### src/rtl/instruction_decode_stage.sv
// instruction_decode_stage: RV64I/RV32I decoder feeding a DEPTH-entry queue; macro ILLEGAL_INSN_TRAP_EN adds the illegal port.
// Latency 1 cycle, 1 instr/cycle; all outputs come from the head entry.
// Backpressure: in_ready = queue not full (no pass-through); flush drops queued and same-cycle traffic.
module instruction_decode_stage #(
  parameter int XLEN  = 64,
  parameter int DEPTH = 2
) (
  input  logic            clk,
  input  logic            rst_n,
  input  logic            flush,
  input  logic            in_valid,
  output logic            in_ready,
  input  logic [31:0]     in_inst,
  input  logic [XLEN-1:0] in_pc,
  output logic            out_valid,
  input  logic            out_ready,
  output logic [XLEN-1:0] out_pc,
  output logic [4:0]      rs1,
  output logic [4:0]      rs2,
  output logic [4:0]      rd,
  output logic            reg_wen,
  output logic            mem_to_reg,
  output logic [3:0]      alu_op,
  output logic [2:0]      branch_type,
  output logic            imm_src,
  output logic            pc_src,
  output logic [1:0]      mem_op,
  output logic [1:0]      mem_size,
  output logic [XLEN-1:0] imm,
  output logic            jmp,
`ifdef ILLEGAL_INSN_TRAP_EN
  output logic            illegal,
`endif
  output logic            jalr
);
  localparam int PW  = $clog2(DEPTH);
  localparam int CW  = PW + 1;
  localparam int SHW = $clog2(XLEN);
  localparam logic [CW-1:0] FULL = CW'(DEPTH);

  typedef enum logic [3:0] {
    ALU_NO, ALU_ADD, ALU_SUB, ALU_SLL, ALU_SCOMP, ALU_UCOMP,
    ALU_XOR, ALU_SLR, ALU_SAR, ALU_OR, ALU_AND
  } alu_e;

  typedef struct packed {
    logic [XLEN-1:0] pc;
    logic [XLEN-1:0] imm;
    logic [4:0]      rs1;
    logic [4:0]      rs2;
    logic [4:0]      rd;
    logic            reg_wen;
    logic            mem_to_reg;
    logic [3:0]      alu_op;
    logic [2:0]      branch_type;
    logic            imm_src;
    logic            pc_src;
    logic [1:0]      mem_op;
    logic [1:0]      mem_size;
    logic            jmp;
    logic            jalr;
`ifdef ILLEGAL_INSN_TRAP_EN
    logic            illegal;
`endif
  } entry_t;

  entry_t          dec;
  logic            legal;
  logic            writes;
  logic [2:0]      f3;
  logic            push;
  logic            pop;
  entry_t          mem_q [DEPTH];
  entry_t          mem_d [DEPTH];
  logic [PW-1:0]   wr_ptr_q, wr_ptr_d, rd_ptr_q, rd_ptr_d;
  logic [CW-1:0]   cnt_q, cnt_d;
  entry_t          head;

  assign f3 = in_inst[14:12];

  always_comb begin
    dec    = '0;
    legal  = 1'b1;
    writes = 1'b0;
    case (in_inst[6:0])
      7'b0110011: begin
        dec.rs1 = in_inst[19:15];
        dec.rs2 = in_inst[24:20];
        dec.rd  = in_inst[11:7];
        writes  = 1'b1;
        case ({in_inst[31:25], f3})
          {7'h00, 3'd0}: dec.alu_op = ALU_ADD;
          {7'h00, 3'd1}: dec.alu_op = ALU_SLL;
          {7'h00, 3'd2}: dec.alu_op = ALU_SCOMP;
          {7'h00, 3'd3}: dec.alu_op = ALU_UCOMP;
          {7'h00, 3'd4}: dec.alu_op = ALU_XOR;
          {7'h00, 3'd5}: dec.alu_op = ALU_SLR;
          {7'h00, 3'd6}: dec.alu_op = ALU_OR;
          {7'h00, 3'd7}: dec.alu_op = ALU_AND;
          {7'h20, 3'd0}: dec.alu_op = ALU_SUB;
          {7'h20, 3'd5}: dec.alu_op = ALU_SAR;
          default:       legal = 1'b0;
        endcase
      end
      7'b0010011: begin
        dec.rs1     = in_inst[19:15];
        dec.rd      = in_inst[11:7];
        dec.imm_src = 1'b1;
        dec.imm     = XLEN'($signed(in_inst[31:20]));
        writes      = 1'b1;
        case (f3)
          3'd0: dec.alu_op = ALU_ADD;
          3'd2: dec.alu_op = ALU_SCOMP;
          3'd3: dec.alu_op = ALU_UCOMP;
          3'd4: dec.alu_op = ALU_XOR;
          3'd6: dec.alu_op = ALU_OR;
          3'd7: dec.alu_op = ALU_AND;
          3'd1: if (in_inst[31:20+SHW] == '0) dec.alu_op = ALU_SLL; else legal = 1'b0;
          default: begin
            // Bits above the shamt must be 0 (SRLI) or 0100..0 (SRAI).
            if (in_inst[31:20+SHW] == '0) dec.alu_op = ALU_SLR;
            else if (!in_inst[31] && in_inst[30] && in_inst[29:20+SHW] == '0) dec.alu_op = ALU_SAR;
            else legal = 1'b0;
          end
        endcase
      end
      7'b0000011: begin
        dec.rs1        = in_inst[19:15];
        dec.rd         = in_inst[11:7];
        dec.imm_src    = 1'b1;
        dec.imm        = XLEN'($signed(in_inst[31:20]));
        dec.alu_op     = ALU_ADD;
        dec.mem_to_reg = 1'b1;
        dec.mem_op     = f3[2] ? 2'd2 : 2'd1;
        dec.mem_size   = f3[1:0];
        writes         = 1'b1;
        legal          = !(f3 == 3'd7 || (XLEN == 32 && (f3 == 3'd3 || f3 == 3'd6)));
      end
      7'b0100011: begin
        dec.rs1      = in_inst[19:15];
        dec.rs2      = in_inst[24:20];
        dec.imm_src  = 1'b1;
        dec.imm      = XLEN'($signed({in_inst[31:25], in_inst[11:7]}));
        dec.alu_op   = ALU_ADD;
        dec.mem_op   = 2'd3;
        dec.mem_size = f3[1:0];
        legal        = !f3[2] && !(XLEN == 32 && f3 == 3'd3);
      end
      7'b0110111, 7'b0010111: begin
        dec.rd      = in_inst[11:7];
        dec.imm_src = 1'b1;
        dec.pc_src  = in_inst[5] == 1'b0;
        dec.imm     = XLEN'($signed({in_inst[31:12], 12'b0}));
        dec.alu_op  = ALU_ADD;
        writes      = 1'b1;
      end
      7'b1101111: begin
        dec.rd      = in_inst[11:7];
        dec.imm_src = 1'b1;
        dec.pc_src  = 1'b1;
        dec.imm     = XLEN'($signed({in_inst[31], in_inst[19:12], in_inst[20], in_inst[30:21], 1'b0}));
        dec.alu_op  = ALU_ADD;
        dec.jmp     = 1'b1;
        writes      = 1'b1;
      end
      7'b1100111: begin
        dec.rs1     = in_inst[19:15];
        dec.rd      = in_inst[11:7];
        dec.imm_src = 1'b1;
        dec.imm     = XLEN'($signed(in_inst[31:20]));
        dec.alu_op  = ALU_ADD;
        dec.jmp     = 1'b1;
        dec.jalr    = 1'b1;
        writes      = 1'b1;
        legal       = (f3 == 3'd0);
      end
      7'b1100011: begin
        dec.rs1    = in_inst[19:15];
        dec.rs2    = in_inst[24:20];
        dec.imm    = XLEN'($signed({in_inst[31], in_inst[7], in_inst[30:25], in_inst[11:8], 1'b0}));
        dec.alu_op = (f3 == 3'd4 || f3 == 3'd5) ? ALU_SCOMP : ALU_UCOMP;
        case (f3)
          3'd0:    dec.branch_type = 3'd1;
          3'd1:    dec.branch_type = 3'd2;
          3'd4:    dec.branch_type = 3'd3;
          3'd5:    dec.branch_type = 3'd4;
          3'd6:    dec.branch_type = 3'd5;
          3'd7:    dec.branch_type = 3'd6;
          default: legal = 1'b0;
        endcase
      end
      default: legal = 1'b0;
    endcase
    dec.reg_wen = writes && (dec.rd != 5'd0);
    if (!legal) dec = '0;
    dec.pc = in_pc;
`ifdef ILLEGAL_INSN_TRAP_EN
    dec.illegal = !legal;
`endif
  end

  assign in_ready  = (cnt_q != FULL);
  assign out_valid = (cnt_q != '0);
  assign push      = in_valid && in_ready;
  assign pop       = out_valid && out_ready;

  always_comb begin
    mem_d    = mem_q;
    wr_ptr_d = wr_ptr_q;
    rd_ptr_d = rd_ptr_q;
    cnt_d    = cnt_q;
    if (flush) begin
      wr_ptr_d = '0;
      rd_ptr_d = '0;
      cnt_d    = '0;
    end else begin
      if (push) begin
        mem_d[wr_ptr_q] = dec;
        wr_ptr_d        = wr_ptr_q + 1'b1;
      end
      if (pop) rd_ptr_d = rd_ptr_q + 1'b1;
      case ({push, pop})
        2'b10:   cnt_d = cnt_q + 1'b1;
        2'b01:   cnt_d = cnt_q - 1'b1;
        default: cnt_d = cnt_q;
      endcase
    end
  end

  always_ff @(posedge clk or negedge rst_n) begin
    if (!rst_n) begin
      for (int i = 0; i < DEPTH; i++) mem_q[i] <= '0;
      wr_ptr_q <= '0;
      rd_ptr_q <= '0;
      cnt_q    <= '0;
    end else begin
      mem_q    <= mem_d;
      wr_ptr_q <= wr_ptr_d;
      rd_ptr_q <= rd_ptr_d;
      cnt_q    <= cnt_d;
    end
  end

  assign head        = mem_q[rd_ptr_q];
  assign out_pc      = head.pc;
  assign rs1         = head.rs1;
  assign rs2         = head.rs2;
  assign rd          = head.rd;
  assign reg_wen     = head.reg_wen;
  assign mem_to_reg  = head.mem_to_reg;
  assign alu_op      = head.alu_op;
  assign branch_type = head.branch_type;
  assign imm_src     = head.imm_src;
  assign pc_src      = head.pc_src;
  assign mem_op      = head.mem_op;
  assign mem_size    = head.mem_size;
  assign imm         = head.imm;
  assign jmp         = head.jmp;
  assign jalr        = head.jalr;
`ifdef ILLEGAL_INSN_TRAP_EN
  assign illegal     = head.illegal;
`endif
endmodule

### config.mk
export PLATFORM = sky130hd
export DESIGN_NAME = instruction_decode_stage
export DESIGN_NICKNAME = d
export VERILOG_FILES = /design/src/rtl/instruction_decode_stage.sv
export SDC_FILE = /design/constraint.sdc
export NUM_CORES = 1
export LEC_CHECK = 0
export CORE_ASPECT_RATIO = 1.2
export CORE_UTILIZATION = 40
export DETAILED_ROUTE_END_ITERATION = 12
export GPL_TIMING_DRIVEN = 0
export PLACE_DENSITY = 0.65
export SYNTH_ARGS = -nofsm -noshare
export SYNTH_HDL_FRONTEND = slang
export SYNTH_SLANG_ARGS = --single-unit
export TNS_END_PERCENT = 5
### constraint.sdc
create_clock -name clk -period 2.3 [get_ports clk]
set_clock_uncertainty 0.05 [all_clocks]
set_input_delay 0.23 -clock clk [delete_from_list [all_inputs] [get_ports clk]]
set_output_delay 0.23 -clock clk [all_outputs]
set_load 0.02 [all_outputs]
Word-level counts from Yosys, hierarchy flattened
Index checks and enable logic that the tools add are counted.
Word-level totals
  bits in registers: 324
  output and inout bits: 162
Cells by class
  add/sub/neg operators: 4
  order comparisons: 3
  equal/unequal tests: 28
  mux-type cells: 41
  bitwise operators: 4
  reduce and logical (&&, ||, !) cells: 32
Operators with widths (count)
  160-bit 2-to-1 mux: 4
  320-bit bitwise mux: 1
  64-bit one-hot mux with 5 select lines: 1
  160-bit demux with 1-bit select: 1
  96-bit 2-to-1 mux: 1
  10-bit by 3-bit equality test with 1-bit output (second input constant): 4
  4-bit one-hot mux with 10 select lines: 1
  4-bit one-hot mux with 7 select lines: 1
  6-bit OR reduction: 4
  7-bit by 6-bit equality test with 1-bit output (second input constant): 3
  7-bit equality test (second input constant): 3
  10-bit by 2-bit equality test with 1-bit output (second input constant): 2
  10-bit by 9-bit equality test with 1-bit output (second input constant): 2
  3-bit one-hot mux with 6 select lines: 1
  4-bit one-hot mux with 4 select lines: 1
  1-bit 2-to-1 mux: 15
  5-bit 2-to-1 mux: 3
  7-bit by 5-bit equality test with 1-bit output (second input constant): 2
  7-bit OR reduction: 2
  3-bit equality test (second input constant): 4
  10-bit by 1-bit equality test with 1-bit output (second input constant): 1
  10-bit zero test: 1
  10-bit OR reduction: 1
  3-bit OR reduction: 3
  31 further kinds: 50

Logic depth before layout (Yosys ltp)
Gate-level depths: netlist of the first run.
  word-level depth: 9
  depth in mapped cells: 8

Least setup slack after synthesis of the first run
No wires, ideal clock.
  path kind: flip-flop to output port
  start point: reg rd_ptr_q
  end point: out imm[32]
  arrival: 1.767 ns
  required time: 2.020 ns
  setup slack: 0.253 ns
  stages on the path, launching flop included: 5
  path buffers: 3
  path through: dfrtp_1 > clkbuf_1 > clkbuf_1 > mux2_2 > buf_4
Between the ends
  longest elaborated chain between the ends: 4
RTL lines
  from (decl): RTL line 75  | logic [PW-1:0] wr_ptr_q, wr_ptr_d, rd_ptr_q, rd_ptr_d;
  from (signal assigned): RTL line 239  | rd_ptr_q <= rd_ptr_d;
  1-bit inverter with 2-bit output (not written as such): RTL line 244  | assign head = mem_q[rd_ptr_q];
  160-bit 2-to-1 mux (not written as such) (3 in a row): RTL line 244
  to (decl): RTL line 29  | output logic [XLEN-1:0] imm,
Every way passes these cells. The select of a mux whose other input is x is not followed.

Worst setup path in the final report of the first run
  start point: reg rd_ptr_q
  end point: out imm[63]
The elaborated chain is that of the path after synthesis.

==> reports/metrics.yaml, run 1 <==
clock_sinks: 260
hpwl_um: 26380
synth_area_um2: 12460
ir_drop_uv: 482.3
drcViolationCount: 0
drtPass1Iterations: 5
dieArea_um2: 31860
drive_gt1_share_pct: 25.73
grt_pass1_vias: 10680
cp.arrival_ps: 2130
finalHoldViolCount: 0
min_period_over_period_pct: 104.6
ys_types: 59
status: "complete, but fails checks"
nNetsFinal: 1690
p_per_area_nw_per_um2: 755.8
clk_pin_slew_ps: 60
synth-main-ff-cell: "dfrtp_1"
r2r_start: "cnt_q[0]$_DFFE_PN0P_"
yosysWarnings: 0
grt_first_pass_wirelength_um: 60080
setup_viol: 37
syn_inst: 1284
holdPathStages: 4
final_cell_mix: "nand2_1 (490), dfrtp_1 (259), mux2_2 (130)"
worst_slew_pin_slew_ps: 792.6
clock_path_buffers: 3
crit_path_start: "rd_ptr_q$_DFFE_PN0P_"
layout-area-overhead-vs-synth_pct: 34.25
critical_path_class: "reg -> out"
total_power_mw: 12.64
htree_levels: 1
slew_headroom_pct: 47.16
setup_ws_ps: -106.6
report.final.slew_viol_count: 0
rrSetupSlack_ps: 50
drtIter0Drc: 701
core_area_um2: 30570
fin_setup_tns_ps: -2444
rsz0062_at_grt: "true"
io_pins: 263
fmax_ghz: 0.4155
initial_core_util_pct: 40.77
r2r_cells: 7
clkLatencyLatePin_ps: 530
reg2reg_to: "mem_q[203]$_DFFE_PN0P_"
crit_fanout: 5
synth-edff-count: 0
final_area_um2: 16730
end_kind: "output port"
placed_cells: 1942
fin_cells: 2005
grt_max_degree: 100
synth-seq-cells: 260
wire_per_inst_um: 19.00
die_x_um: 163.1
hold_end: "mem_q[160]$_DFFE_PN0P_"
tritoncts: "done"
hp-start: "in_inst[3]"
violations: "setup timing"
dp_slack_ps: -1151
holdWs_ps: 158.9
synth.avg_cell_area_um2: 9.705
start_kind: "flip-flop"
portBuffers: 260
seq_area_frac_synth_pct: 52.21
syn_nets: 1385
drv_cap: 0
antenna_found_initial: 0
grt_overflow: 0
grt_usage_pct: 24.20
drt-total-wl_um: 38100
p_leak_nw: 8.375
antenna_left: 0
period_needed_ps: 2407
nFillCells: 2799
utilization_pct: 54.73
vias: 10510
rows: 70
hp-class: "in -> reg"
dieHeight_um: 195.3
synthArstFlopShare_pct: 100.0
place_congestion: 0.8767
post_drt_via_cell_ratio: 5.243
worstPathRequired_ps: 2020
cts_root_buf: "clkbuf_16"
final_common_cell: "nand2_1"
cts_buffers: 28
antenna_cells: 0
postPlaceCellArea_um2: 15620
## critical path, cell delays in order (launching register included)
cell and delay (ps):
dfrtp_2 460, buf_8 150, clkbuf_16 140, mux2_4 350
buf_12 150, buf_6 120, buf_6 110, buf_6 120
## synth_stat cells (2+ instances only)
cell type	number	area share (%)
o21ai_0	53	2.1
nor2_1	23	0.69
nand2_1	490	15
o31ai_1	10	0.60
nor2b_1	7	0.35
a21oi_1	17	0.68
nor3b_1	3	0.18
a32o_1	25	2.0
buf_6	3	0.27
a211oi_1	4	0.24
o21a_1	3	0.18
mux2_2	132	12
clkbuf_1	63	1.9
o211ai_1	3	0.18
xor2_1	3	0.21
a2bb2oi_1	2	0.14
a22o_1	22	1.5
and3_1	2	0.10
buf_2	19	0.76
or3_4	2	0.18
or4_1	2	0.12
nor3_1	9	0.36
dfrtp_1	260	52
nand2b_1	4	0.20
a21o_1	10	0.60
o31ai_2	17	1.7
nand3_1	17	0.68
and2_1	3	0.15
a31oi_1	2	0.10
nand3b_1	2	0.12
or2_2	2	0.10
or3_1	3	0.15
buf_1	3	0.090
a22oi_1	6	0.36
buf_4	32	1.9
nand4_1	3	0.15
## worst max path at each step
stage                             endpoint  slack, ps  cells past startpoint
floorplan                          imm[32]        250                      4
global placement    mem_q[215]$_DFFE_PN0P_     -10290                      1
detailed placement                 imm[43]      -1150                      5
CTS                                imm[48]       -180                      7
global route                       imm[63]       -160                      7
finish                             imm[63]       -110                      7
## layout make-up
cell class / instances / area [µm²] / area share (%)
plain buffers: 118 / 868.3 / 5.191
clock buffers: 37 / 805.8 / 4.817
clock inverters: 13 / 127.6 / 0.7629
inverters: 1 / 3.754 / 0.02244
multi-input cells: 904 / 5371 / 32.11
flip-flops and latches: 260 / 6507 / 38.90
well taps: 396 / 495.5 / 2.962
repair buffers: 276 / 2549 / 15.24
## what timing repair did
| item | 4_1_cts | 5_1_grt |
|---|---|---|
| gates resized for setup | 429 | 112 |
| setup endpoints to repair | 358 | 309 |
| setup buffers | 8 | 4 |
| hold endpoints to repair | 98 | 0 |
| hold buffers | 1 | 0 |
| cloned | 4 | 0 |
## layer usage
layer	share of wire (%)	wire length, µm	track usage [%]
met1	42	16180	32.52
met2	49	18650	40.57
met3	5.6	2124	2.952
met4	3.0	1150	7.407
met5	0	0	0
## cells by family after synthesis
| group | count (synthesis) | synth area share (%) |
|---|---|---|
| AND/OR/NAND/NOR | 581 | 19.08 |
| flip-flops | 260 | 52.21 |
| AO/OA/AOI/OAI | 185 | 11.44 |
| multiplexers | 133 | 12.01 |
| XOR/XNOR | 4 | 0.2812 |
| buffers and inverters | 121 | 4.980 |
## registers in the layout, indices dropped and copies added, names as in the netlist
name,cells
rd_ptr_q,1
wr_ptr_q,1
mem_q,256
cnt_q,2
## report_power, final
part,internal [mW],switching [mW],leakage [nW]
clock network,2.68,1.87,0.467
logic,1.15,1.50,4.47
registers,5.15,0.283,3.44
total,8.99,3.65,8.37
Note: power is estimated with default switching activity, not from simulation.
==> run 2: changes to the inputs <==
--- a/config.mk
+++ b/config.mk
@@ -8,6 +8,7 @@
 export CORE_ASPECT_RATIO = 1.2
 export CORE_UTILIZATION = 40
 export DETAILED_ROUTE_END_ITERATION = 12
+export GPL_ROUTABILITY_DRIVEN = 0
 export GPL_TIMING_DRIVEN = 0
 export PLACE_DENSITY = 0.65
 export SYNTH_ARGS = -nofsm -noshare
==> run 2 against run 1 <==
Effect of this change:
- the flow still finishes with violations (setup timing)
- clock-buffer cell count grew 9
- register-to-register slack gained 100 ps
- sequential power is essentially flat
- combinational power is essentially flat
- largest power group unchanged
- critical path type unchanged
- clock power grew 1%
- cell count grew 0.20%
- worst hold slack lost 31 ps
- largest cell class unchanged
- final area shrank 0.34%
- core utilization shrank 0.19 points
- die area is the same
- wire length shrank 0.15%
==> reports/metrics.yaml, run 2 (synthesized netlist as in run 1, its figures left out) <==
cp.arrival_ps: 2140
internal_power_mw: 9.030
global_route.peak_usage_layer: "met2"
fmax_ghz: 0.4140
nFillCells: 2792
violations: "setup timing"
clkPwrFrac_pct: 36.4
setup_viol: 75
io_pins: 263
crit_fanout: 5
layout-area-overhead-vs-synth_pct: 33.79
rsz0062_at_grt: "true"
clock_path_buffers: 3
antenna_left: 0
combPwrFrac_pct: 20.7
portBuffers: 260
grt_overflow: 0
clk_pin_slew_ps: 60
finalHoldViolCount: 0
hpwl_um: 26450
initial_core_util_pct: 40.77
vias: 10590
drtPass1Iterations: 5
final_common_cell: "nand2_1"
core_area_um2: 30570
drt-total-wl_um: 38050
end_kind: "output port"
drv_cap: 0
largest_reg_flops: 256
p_switching_mw: 3.649
start_kind: "flip-flop"
tritoncts: "done"
drcViolationCount: 0
drtIter0Drc: 701
hp-class: "in -> async"
dieArea_um2: 31860
drive_gt1_share_pct: 24.30
worstPathRequired_ps: 2020
p_sw_share_pct: 28.78
status: "complete, but fails checks"
grt_first_pass_wirelength_um: 59190
p_per_area_nw_per_um2: 760.5
p_leak_nw: 8.468
cts_buffers: 28
grt_util_met3_pct: 3.377
wire_per_inst_um: 18.94
post_drt_via_cell_ratio: 5.272
r2r_cells: 7
setup_ws_ps: -115.4
rows: 70
dieHeight_um: 195.3
met2_usage_pct: 39.83
antenna_found_initial: 0
die_x_um: 163.1
worst_slew_pin_slew_ps: 713.0
power_frac_seq_pct: 42.9
htree_levels: 1
fin_setup_tns_ps: -2126
cts_root_buf: "clkbuf_16"
critical_path_class: "reg -> out"
final_cell_mix: "nand2_1 (490), dfrtp_1 (259), mux2_2 (131)"
grt_max_degree: 123
grt_pass1_vias: 10580
antenna_cells: 0
period_needed_ps: 2415
report.final.slew_viol_count: 0
clkLatencyLatePin_ps: 550
reg.largest.list: "mem_q (256), cnt_q (2)"
clock_sinks: 260
nNetsFinal: 1692
use_met1_pct: 31.50
grt_usage_pct: 23.90
slew_headroom_pct: 52.34
min_period_over_period_pct: 105.0
utilization_pct: 54.54
ir_drop_uv: 432.1
regMostFlops: "mem_q"
run 2: cell types whose count changed in the layout (fill, tap and decap cells not counted), sizes merged:
cell,change
dlygate4sd2,+12
clkbuf,+22
clkdlybuf4s15,-18
dlymetal6s2s,+2
bufinv,-1
clkinv,-5
clkinvlp,-1
buf,-15
clkdlybuf4s50,+8
run 2: worst max-delay path, cell delays in order, from the launching register on:
cell and delay [ps]:
dfrtp_2 440, buf_8 140, clkbuf_16 150, mux2_4 370
buf_12 150, buf_6 110, buf_6 100, buf_6 120
run 2: area by class of cell:
class | count | area (µm²) | share of cell area [%]
Sequential cell | 260 | 6507 | 39.03
Multi-Input combinational cell | 904 | 5363 | 32.17
Timing Repair Buffer | 276 | 2495 | 14.97
Clock buffer | 46 | 889.6 | 5.336
Buffer | 120 | 855.8 | 5.134
Tap cell | 396 | 495.5 | 2.972
Clock inverter | 6 | 61.31 | 0.3678
Inverter | 1 | 3.754 | 0.02252
run 2: per-stage QoR:
step           setup slack (ps)  hold slack [ps]  instance area (µm²)  power [mW]  std cells
2_1_floorplan             253.2           -115.6                12460       6.973       1284
3_3_place_gp             -10220            401.3                15560       8.186       1940
3_5_place_dp              -1174            123.7                15620       8.248       1942
4_1_cts                  -194.2            135.1                16720       12.76       2007
5_1_grt                  -150.3            159.7                16670       13.26       2009
6_report                 -115.4            127.5                16670       12.68       2009
run 2: power groups by stage:
stage / sequential (mW) / combinational [mW] / clock [mW]
6_report: 5.44 / 2.63 / 4.61
4_1_cts: 5.43 / 2.65 / 4.68
5_1_grt: 5.51 / 2.87 / 4.88
3_5_place_dp: 5.51 / 2.74 / 0
3_3_place_gp: 5.49 / 2.69 / 0
2_1_floorplan: 5.43 / 1.55 / 0
run 2: what timing repair did:
item	CTS	global route
hold buffers	1	0
endpoints found under the setup margin	359	385
hold endpoints to repair	54	0
gates resized for setup	282	186
gates cloned	3	0
buffers inserted	9	3
run 2: per-layer routing:
layer	wire length, µm	vias to the layer above	part of all wire (%)
li1	-	4932	-
met1	16030	5247	42
met2	18590	339	49
met3	2181	73	5.7
met4	1240	0	3.3
met5	0	-	0
run 2: final timing paths:
path,endpoint,startpoint,slack [ps]
setup reg to reg,mem_q[202]$_DFFE_PN0P_,cnt_q[0]$_DFFE_PN0P_,150
hold / removal,mem_q[113]$_DFFE_PN0P_,rst_n,130
setup / recovery,imm[42],rd_ptr_q$_DFFE_PN0P_,-120
max in group asynchronous,mem_q[151]$_DFFE_PN0P_,rst_n,670
hold reg to reg,mem_q[291]$_DFFE_PN0P_,mem_q[291]$_DFFE_PN0P_,420
min in group clk,mem_q[160]$_DFFE_PN0P_,in_inst[3],180
